### config.mk
export PLATFORM = sky130hd
export DESIGN_NAME = psg_voice_sequencer
export DESIGN_NICKNAME = d
export VERILOG_FILES = /design/src/rtl/psg_pkg.sv /design/src/rtl/psg_waveform.sv /design/src/rtl/psg_voice_sequencer.sv
export SDC_FILE = /design/constraint.sdc
export NUM_CORES = 1
export LEC_CHECK = 0
export CAP_MARGIN = 40
export CORE_ASPECT_RATIO = 0.75
export CORE_MARGIN = 5
export CORE_UTILIZATION = 57
export DETAILED_ROUTE_END_ITERATION = 6
export PLACE_DENSITY = 0.75
export SYNTH_ARGS = -nofsm -noshare
export SYNTH_HDL_FRONTEND = slang
export SYNTH_SLANG_ARGS = --single-unit
### constraint.sdc
create_clock -name clk_i -period 12.3 [get_ports clk_i]
set_clock_uncertainty 0.1 [all_clocks]
set_input_delay 3.075 -clock clk_i [delete_from_list [all_inputs] [get_ports clk_i]]
set_output_delay 3.075 -clock clk_i [all_outputs]
set_load 0.03 [all_outputs]
### src/rtl/psg_pkg.sv
// Shared types and constants for the PSG voice sequencer and waveform generator.
package psg_pkg;

  localparam int unsigned NUM_VOICES = 16;

  typedef enum logic [1:0] {WF_PULSE, WF_SAW, WF_TRI, WF_NOISE} wf_e;

  typedef enum logic [1:0] {ST_IDLE, ST_FETCH, ST_CALC, ST_DONE} state_e;

  // Attribute word field positions
  localparam int unsigned FREQ_LSB  = 0;
  localparam int unsigned FREQ_MSB  = 15;
  localparam int unsigned PW_LSB    = 16;
  localparam int unsigned PW_MSB    = 21;
  localparam int unsigned WF_LSB    = 22;
  localparam int unsigned WF_MSB    = 23;
  localparam int unsigned VOL_LSB   = 24;
  localparam int unsigned VOL_MSB   = 29;
  localparam int unsigned LEFT_BIT  = 30;
  localparam int unsigned RIGHT_BIT = 31;

  localparam int unsigned LFSR_TAP_A = 15;
  localparam int unsigned LFSR_TAP_B = 13;
  localparam int unsigned LFSR_TAP_C = 12;
  localparam int unsigned LFSR_TAP_D = 10;

  function automatic logic [15:0] lfsr_next(input logic [15:0] s);
    return {s[14:0], s[LFSR_TAP_A] ^ s[LFSR_TAP_B] ^ s[LFSR_TAP_C] ^ s[LFSR_TAP_D]};
  endfunction

endpackage

### src/rtl/psg_waveform.sv
// Combinational waveform generator: top phase bits, pulse width, shape and noise
// bits in, signed 6-bit sample out.
module psg_waveform
  import psg_pkg::*;
(
  input  logic [6:0]        phase_hi,
  input  logic [5:0]        pw,
  input  wf_e               wf,
  input  logic [5:0]        noise,
  output logic signed [5:0] w
);

  logic [5:0] p;
  logic [5:0] tri_mag;

  assign p       = phase_hi[6:1];
  assign tri_mag = phase_hi[6] ? ~phase_hi[5:0] : phase_hi[5:0];

  always_comb begin
    w = '0;
    unique case (wf)
      WF_PULSE: w = (p < pw) ? 6'sd31 : -6'sd32;
      WF_SAW:   w = p ^ 6'h20;
      WF_TRI:   w = tri_mag ^ 6'h20;
      WF_NOISE: w = noise;
    endcase
  end

endmodule

### src/rtl/psg_voice_sequencer.sv
// Walks all PSG voices once per sample tick, accumulating stereo output.
// Optional macro PSG_PHASE_RESET_EN: freq==0 forces the voice phase to 0.
module psg_voice_sequencer
  import psg_pkg::*;
#(
  parameter int unsigned NUM_VOICES = 16,
  parameter int unsigned ACC_W      = 16,
  parameter logic [15:0] LFSR_SEED  = 16'h0001
) (
  input  logic                    clk_i,
  input  logic                    rst_n_i,
  input  logic                    sample_req_i,
  output logic                    rd_en_o,
  output logic [3:0]              rd_addr_o,
  input  logic [31:0]             rd_data_i,
  output logic                    busy_o,
  output logic                    sample_valid_o,
  output logic signed [ACC_W-1:0] left_o,
  output logic signed [ACC_W-1:0] right_o
);

  localparam logic [3:0] LAST_VOICE = 4'(NUM_VOICES - 1);

  state_e                  state, state_nx;
  logic [3:0]              v;
  logic [16:0]             phase [NUM_VOICES];
  logic signed [ACC_W-1:0] acc_l, acc_r;
  logic [15:0]             lfsr;

  logic [15:0]             freq;
  logic [5:0]              pw, vol;
  wf_e                     wf;
  logic [16:0]             cur_phase, phase_nx;
  logic signed [5:0]       w;
  logic signed [12:0]      prod;
  logic signed [ACC_W-1:0] contrib, acc_l_nx, acc_r_nx;

  assign freq      = rd_data_i[FREQ_MSB:FREQ_LSB];
  assign pw        = rd_data_i[PW_MSB:PW_LSB];
  assign vol       = rd_data_i[VOL_MSB:VOL_LSB];
  assign wf        = wf_e'(rd_data_i[WF_MSB:WF_LSB]);
  assign cur_phase = phase[v];

  psg_waveform u_wave (
    .phase_hi (cur_phase[16:10]),
    .pw       (pw),
    .wf       (wf),
    .noise    (lfsr[5:0]),
    .w        (w)
  );

  assign prod     = w * $signed({1'b0, vol});
  assign contrib  = ACC_W'(prod);
  assign acc_l_nx = rd_data_i[LEFT_BIT]  ? acc_l + contrib : acc_l;
  assign acc_r_nx = rd_data_i[RIGHT_BIT] ? acc_r + contrib : acc_r;

`ifdef PSG_PHASE_RESET_EN
  assign phase_nx = (freq == '0) ? '0 : cur_phase + {1'b0, freq};
`else
  assign phase_nx = cur_phase + {1'b0, freq};
`endif

  always_comb begin
    state_nx       = state;
    rd_en_o        = 1'b0;
    rd_addr_o      = '0;
    busy_o         = (state != ST_IDLE);
    sample_valid_o = 1'b0;
    unique case (state)
      ST_IDLE:  if (sample_req_i) state_nx = ST_FETCH;
      ST_FETCH: begin
        rd_en_o   = 1'b1;
        rd_addr_o = v;
        state_nx  = ST_CALC;
      end
      ST_CALC:  state_nx = (v == LAST_VOICE) ? ST_DONE : ST_FETCH;
      ST_DONE: begin
        sample_valid_o = 1'b1;
        state_nx       = ST_IDLE;
      end
    endcase
  end

  // Outputs are loaded with the final sums as CALC(15) retires, so they are
  // already stable during the DONE cycle that carries the valid strobe.
  always_ff @(posedge clk_i or negedge rst_n_i) begin
    if (!rst_n_i) begin
      state   <= ST_IDLE;
      v       <= '0;
      acc_l   <= '0;
      acc_r   <= '0;
      left_o  <= '0;
      right_o <= '0;
      lfsr    <= LFSR_SEED;
      for (int unsigned i = 0; i < NUM_VOICES; i++) phase[i] <= '0;
    end else begin
      state <= state_nx;
      unique case (state)
        ST_IDLE: if (sample_req_i) begin
          acc_l <= '0;
          acc_r <= '0;
          v     <= '0;
        end
        ST_CALC: begin
          phase[v] <= phase_nx;
          lfsr     <= lfsr_next(lfsr);
          acc_l    <= acc_l_nx;
          acc_r    <= acc_r_nx;
          if (v == LAST_VOICE) begin
            left_o  <= acc_l_nx;
            right_o <= acc_r_nx;
          end else begin
            v <= v + 4'd1;
          end
        end
        default: ;
      endcase
    end
  end

endmodule
==> results of run 1 <==
per-layer routing:
layer,up-vias,track usage (%),routed length [um]
met2,529,40.2,21800
met3,86,5.99,3770
met4,0,6.12,1010
met1,6987,38.4,21700
li1,6454,-,-
met5,-,0,0
cell families (layout without fill, tap and decap cells):
| logic type | count (synthesis) | in the layout |
|---|---|---|
| flops | 358 | 358 |
| simple gates | 528 | 528 |
| fa+ha+maj | 108 | 108 |
| mux | 144 | 144 |
| compound gates | 451 | 451 |
| buf+inv | 162 | 232 |
| xor+xnor | 54 | 54 |
per-stage QoR:
step | instance area, um^2 | utilization (%) | hold WS, ps | worst slack [ps]
finish | 21500 | 65.8 | 367 | 1390
global route | 21500 | 65.8 | 394 | 970
CTS | 21500 | 65.8 | 372 | 1430
detailed placement | 20300 | 62.1 | 360 | 856
global placement | 20100 | 61.4 | 351 | 1220
floorplan | 19000 | - | 339 | 2090
area by class of cell:
class / instances / area (um^2) / area share, %
Timing Repair Buffer: 123 / 1210 / 5.62
Tap cell: 442 / 553 / 2.57
Sequential cell: 358 / 8960 / 41.7
Multi-Input combinational cell: 1285 / 9400 / 43.8
Clock buffer: 49 / 1030 / 4.80
Inverter: 46 / 173 / 0.804
Clock inverter: 14 / 151 / 0.705
placed cells by master, fill, tap and decap left out, types with 12 or more instances in the layout:
cell	n
ha_1	88
o21a_1	12
mux4_2	71
dfrtp_1	355
nand2_1	372
mux2i_1	28
a21o_1	15
nand3_1	22
o21ai_0	295
fa_1	20
nand2b_1	12
buf_4	44
inv_1	45
a21oi_1	44
nor2_1	60
mux4_1	13
a22o_1	25
xnor2_1	32
mux2_2	32
clkbuf_16	37
clkdlybuf4s50_1	72
xor2_1	22
critical path: cells and delay by family:
| family | cells | cell delay, ps |
|---|---|---|
| buffers and inverters | 3 | 580 |
| muxes | 1 | 350 |
| adders and majority gates | 7 | 3230 |
| AOI/OAI and AO/OA | 9 | 1850 |
| and+or+nand+nor | 9 | 2140 |
worst min-delay path by stage:
stage                to  cells after the start
6_report        lfsr[9]                      2
5_1_grt         lfsr[8]                      2
4_1_cts        lfsr[15]                      2
3_5_place_dp   lfsr[15]                      2
3_3_place_gp    lfsr[7]                      2
2_1_floorplan  lfsr[10]                      2
registers in the layout, summed over array words and instances, names as in the netlist:
register  cells
left_o       16
lfsr         16
right_o      16
v             4
acc_r        16
state         2
acc_l        16
phase       272
==> key figures, run 1 <==
Worst setup path
  – Arr. time, crit path: around 11000 ps
  – Crit-path slowest cell: fa_1
  – CP Max Fanout: 10
  – R2R setup slack: roughly 2100 ps
  – R2R depth: 29
  – Most frequent CP cell: fa_1
  – Crit path kind: in -> reg
  – Worst Setup SP: rd_data_i[21]
  – Crit path capture: acc_l[15]
  – Reg-to-Reg End: acc_l[15]
  – Max stage delay on crit path: 560 ps
  – Setup crit end kind: flip-flop
  – Critical path launch point type: input pin
  – Crit path required time: 12640 ps
  – RR Startpoint: v[0]

Global routing
  – Vias in the first global route: 14200
  – First-pass GRT wire length: 78100 um
  – Gr ovfl total: 0
  – Total track usage: between 20% and 30%
  – Antenna violations before repair: 0
  – Largest net degree at the start of global routing: 83

Synthesis
  – Top cells by area, synth: dfrtp_1 47%, mux4_2 8.4%, o21ai_0 7.8%
  – EDFF count, synth: 0
  – Async S/R FF share, synth: 100%
  – Register area share after synthesis: 47.2%
  – Synth top area share: between 40% and 50%
  – Syn Nets: between 1500 and 2000
  – Synth Warn #: 0
  – Largest family of logic cells by synthesized area: compound AO/OA/AOI/OAI gates
  – Post-Synthesis Cell Area: 0.0190 mm^2
  – Distinct cells, synth: 68
  – Post-synthesis xor/xnor area fraction: 2.49%
  – Syn Area/Cell: about 11 um^2
  – Synth Area in Adders: 7.90%
  – Synth area leader: dfrtp_1
  – Post-synthesis simple-gate area fraction: between 10% and 20%
  – Top-count cell post-synth: nand2_1
  – Post-Syn Instances: 1805
  – Synth Register Bits: roughly 360
  – Leading cell types by count after synthesis: 372 x nand2_1, 357 x dfrtp_1, 295 x o21ai_0
  – Synth Area in Compound Gates: 13.9%
  – Multiplexer share of the synthesized area: between 10% and 20%
  – Top FF cell, synth: dfrtp_1

Placement
  – Final GP Congestion: 0.903
  – IO buf count: 73
  – DPL Wire Length: around 32000 um
  – Post-Place Cells: 2254

Final layout
  – NumNets Final: 1993
  – Fin cells: 2317
  – Area Growth Syn to Fin: 13.1%
  – Share of cells above drive strength 1: 12.2%
  – Antenna diodes: 0
  – Layout fillers: 2538

Route
  – Routed Antenna Nets: 0
  – DR WL/cell: between 20 and 25 um
  – Drt drc: 0
  – Vias post-DR: 14100
  – Starting DRT DRC Count: 1211
  – Total Wirelength: 48300 um
  – DR pass1 iterations: 5
  – Drt via density: 6.07

Timing
  – Final Cycle Share: roughly 90%
  – Unrepaired setup endpoints after global routing: false
  – Slew @ Worst Pin: 806 ps
  – Final setup fails: 0
  – Setup TNS: 0 ps
  – Min Clock Period, post-route: ~11000 ps
  – Max Fclk: about 90 MHz
  – Slew Viols, Final: 0
  – Max_slew headroom: between 40% and 50%
  – Endpoints failing hold: 0

Clocking
  – H-tree depth: 2
  – CTS Root Cell: clkbuf_16
  – Clock transition at path regs: around 60 ps
  – PostCTS Resize Cnt: 0
  – TritonCTS clock tree: built
  – Post-CTS Setup Bufs: 0
  – Clock Tree Buf Depth: 3
  – Clk Latency, worst-skew pair: 530 ps
  – Clock sinks: 358
  – Hold buffers post-CTS: 0
  – CTS buffer count: 36

Die
  – Die height: 168 um
  – I/O pins: 74
  – Die area: 0.0371 mm^2
  – Initial cell density of the core: 58.2%
  – Num rows: 57
  – Core area: 0.0327 mm^2
  – Die W: between 200 and 250 um

Hold path
  – Hold Crit Class: reg -> reg
  – Worst hold start: lfsr[8]

Run status
  – Outcome: complete, no violations

Flow run
  – Max-cap violations: 0
Power of run 1 is left out: the tool's default activity adds up to more than one toggle a clock period on the data nets, which glitch-free logic cannot reach.
==> run 2, diff against run 1 <==
- CORE_UTILIZATION: 57 -> 60
- PLACE_DENSITY: 0.75 -> 0.79
==> run 2 against run 1 <==
Global-route usage increased by 1.2 points; critical path depth is 1 lower; worst setup slack better by 56 ps.
==> key figures, run 2 (synthesis gave the netlist of run 1 again) <==
Timing
  – Max_slew headroom: 41.7%
  – Setup TNS: 0 ps
  – Final setup fails: 0
  – Min Clock Period, post-route: 10850 ps
  – Unrepaired setup endpoints after global routing: false
  – Final Cycle Share: between 80 and 90%
  – Endpoints failing hold: 0
  – Max Fclk: around 92 MHz
  – Slew Viols, Final: 0
  – Slew @ Worst Pin: about 870 ps

Clocking
  – TritonCTS clock tree: built
  – CTS buffer count: 36
  – H-tree depth: 2
  – Hold buffers post-CTS: 0
  – CTS Root Cell: clkbuf_16
  – Post-CTS Setup Bufs: 0
  – Clock sinks: 358
  – Clock transition at path regs: 60 ps
  – Clk Latency, worst-skew pair: 540 ps
  – PostCTS Resize Cnt: 0
  – Clock Tree Buf Depth: 3

Global routing
  – Vias in the first global route: 14300
  – Largest net degree at the start of global routing: 70
  – Total track usage: a little over a quarter
  – First-pass GRT wire length: 77100 um
  – Gr ovfl total: 0
  – Antenna violations before repair: 0

Route
  – Total Wirelength: 47300 um
  – Starting DRT DRC Count: 1380
  – Vias post-DR: 14200
  – DR pass1 iterations: 7
  – DR WL/cell: between 20 and 25 um
  – Routed Antenna Nets: 0
  – Drt drc: 0
  – Drt via density: approximately 6.2

Worst setup path
  – CP Max Fanout: 10
  – Arr. time, crit path: 11210 ps
  – Setup crit end kind: flip-flop
  – Crit path required time: 12650 ps
  – Crit path kind: in -> reg
  – Critical path launch point type: input pin

Placement
  – Final GP Congestion: 0.916
  – IO buf count: 73
  – DPL Wire Length: ~32000 um

Final layout
  – Commonest non-fill, non-tap cell in the layout: nand2_1
  – NumNets Final: 1992
  – Antenna diodes: 0
  – Number of flip-flops under the largest register name: about 270
  – Layout fillers: 2253
  – Most frequent cells in the layout: 372 x nand2_1, 355 x dfrtp_1, 295 x o21ai_0
  – Share of cells above drive strength 1: 12.3%
  – Multi-input gate area: 0.00940 mm^2
  – Biggest register: phase
  – FF+latch area: ~0.009 mm^2
  – Area Growth Syn to Fin: 12.9%

Die
  – Die area: 0.0354 mm^2
  – Core area: 0.0313 mm^2
  – Initial cell density of the core: 60.8%
  – Die height: ~160 um
  – Die W: roughly 220 um
  – Num rows: 56
  – I/O pins: 74

Run status
  – Outcome: complete, no violations

Flow run
  – Max-cap violations: 0

Hold path
  – Hold Crit Class: reg -> reg
## run 2: changes by cell type in the layout (fill, tap and decap cells not counted)
cell,change
clkinv_8,+1
clkinv_2,-1
clkbuf_8,-1
inv_8,-1
clkinv_4,+1
clkinvlp_4,+2
buf_16,-1
clkbuf_16,+1
## run 2: critical path, stage by stage
cell             delay, ps
clkdlybuf4s50_1        460
inv_1                   50
ha_1                   290
nand4_1                100
nor3_1                 340
nand2_1                130
nor4_1                 460
a211oi_4               130
o311a_4                180
or2_1                  240
fa_1                   510
fa_1                   550
inv_1                   50
fa_1                   560
fa_1                   480
fa_1                   480
a21oi_1                200
nor2_1                 100
o41a_1                 380
o21ai_0                270
nand2_1                310
ha_1                   550
and3_1                 200
o2111ai_1               80
o21ai_0                300
mux2_2                 420
o21a_1                 180
o2bb2ai_1              130
## run 2: cell type report
| class | count | share of cell area, % |
|---|---|---|
| clock buffer | 49 | 4.86 |
| clock inverter | 16 | 0.817 |
| inverter | 46 | 0.805 |
| multi-input combinational | 1285 | 43.8 |
| sequential | 358 | 41.8 |
| tap | 406 | 2.37 |
| timing repair buffer | 122 | 5.50 |
## run 2: layer usage
metal	GRT usage [%]	vias up	part of all wire [%]
met1	39.0	7017	44
met3	5.91	104	7.9
met2	43.3	584	46
met5	0	-	0
met4	7.04	0	2.3
li1	-	6447	-
## run 2: final timing paths
check	slack (ps)	start	depth (start not counted)	to
min in group asynchronous	2390	rst_n_i	1	phase[189]
max reg2reg	1990	v[1]	29	acc_l[15]
max	1450	rd_data_i[20]	28	acc_l[15]
min reg2reg	370	lfsr[8]	2	lfsr[9]
max in group asynchronous	7930	rst_n_i	4	lfsr[15]
min	370	lfsr[8]	2	lfsr[9]
## run 2: stage by stage
| stage | cells | utilization [%] | worst slack, ps | area [um^2] | hold WS (ps) |
|---|---|---|---|---|---|
| finish | 2282 | 68.6 | 1450 | 21400 | 372 |
| global route | 2282 | 68.6 | 1030 | 21400 | 394 |
| CTS | 2281 | 68.6 | 1510 | 21400 | 373 |
| detailed placement | 2216 | 64.7 | 970 | 20200 | 363 |
| global placement | 2199 | 64.0 | 1240 | 20000 | 350 |
| floorplan | 1805 | - | 2090 | 19000 | 339 |
Power of run 2 is left out for the same reason.
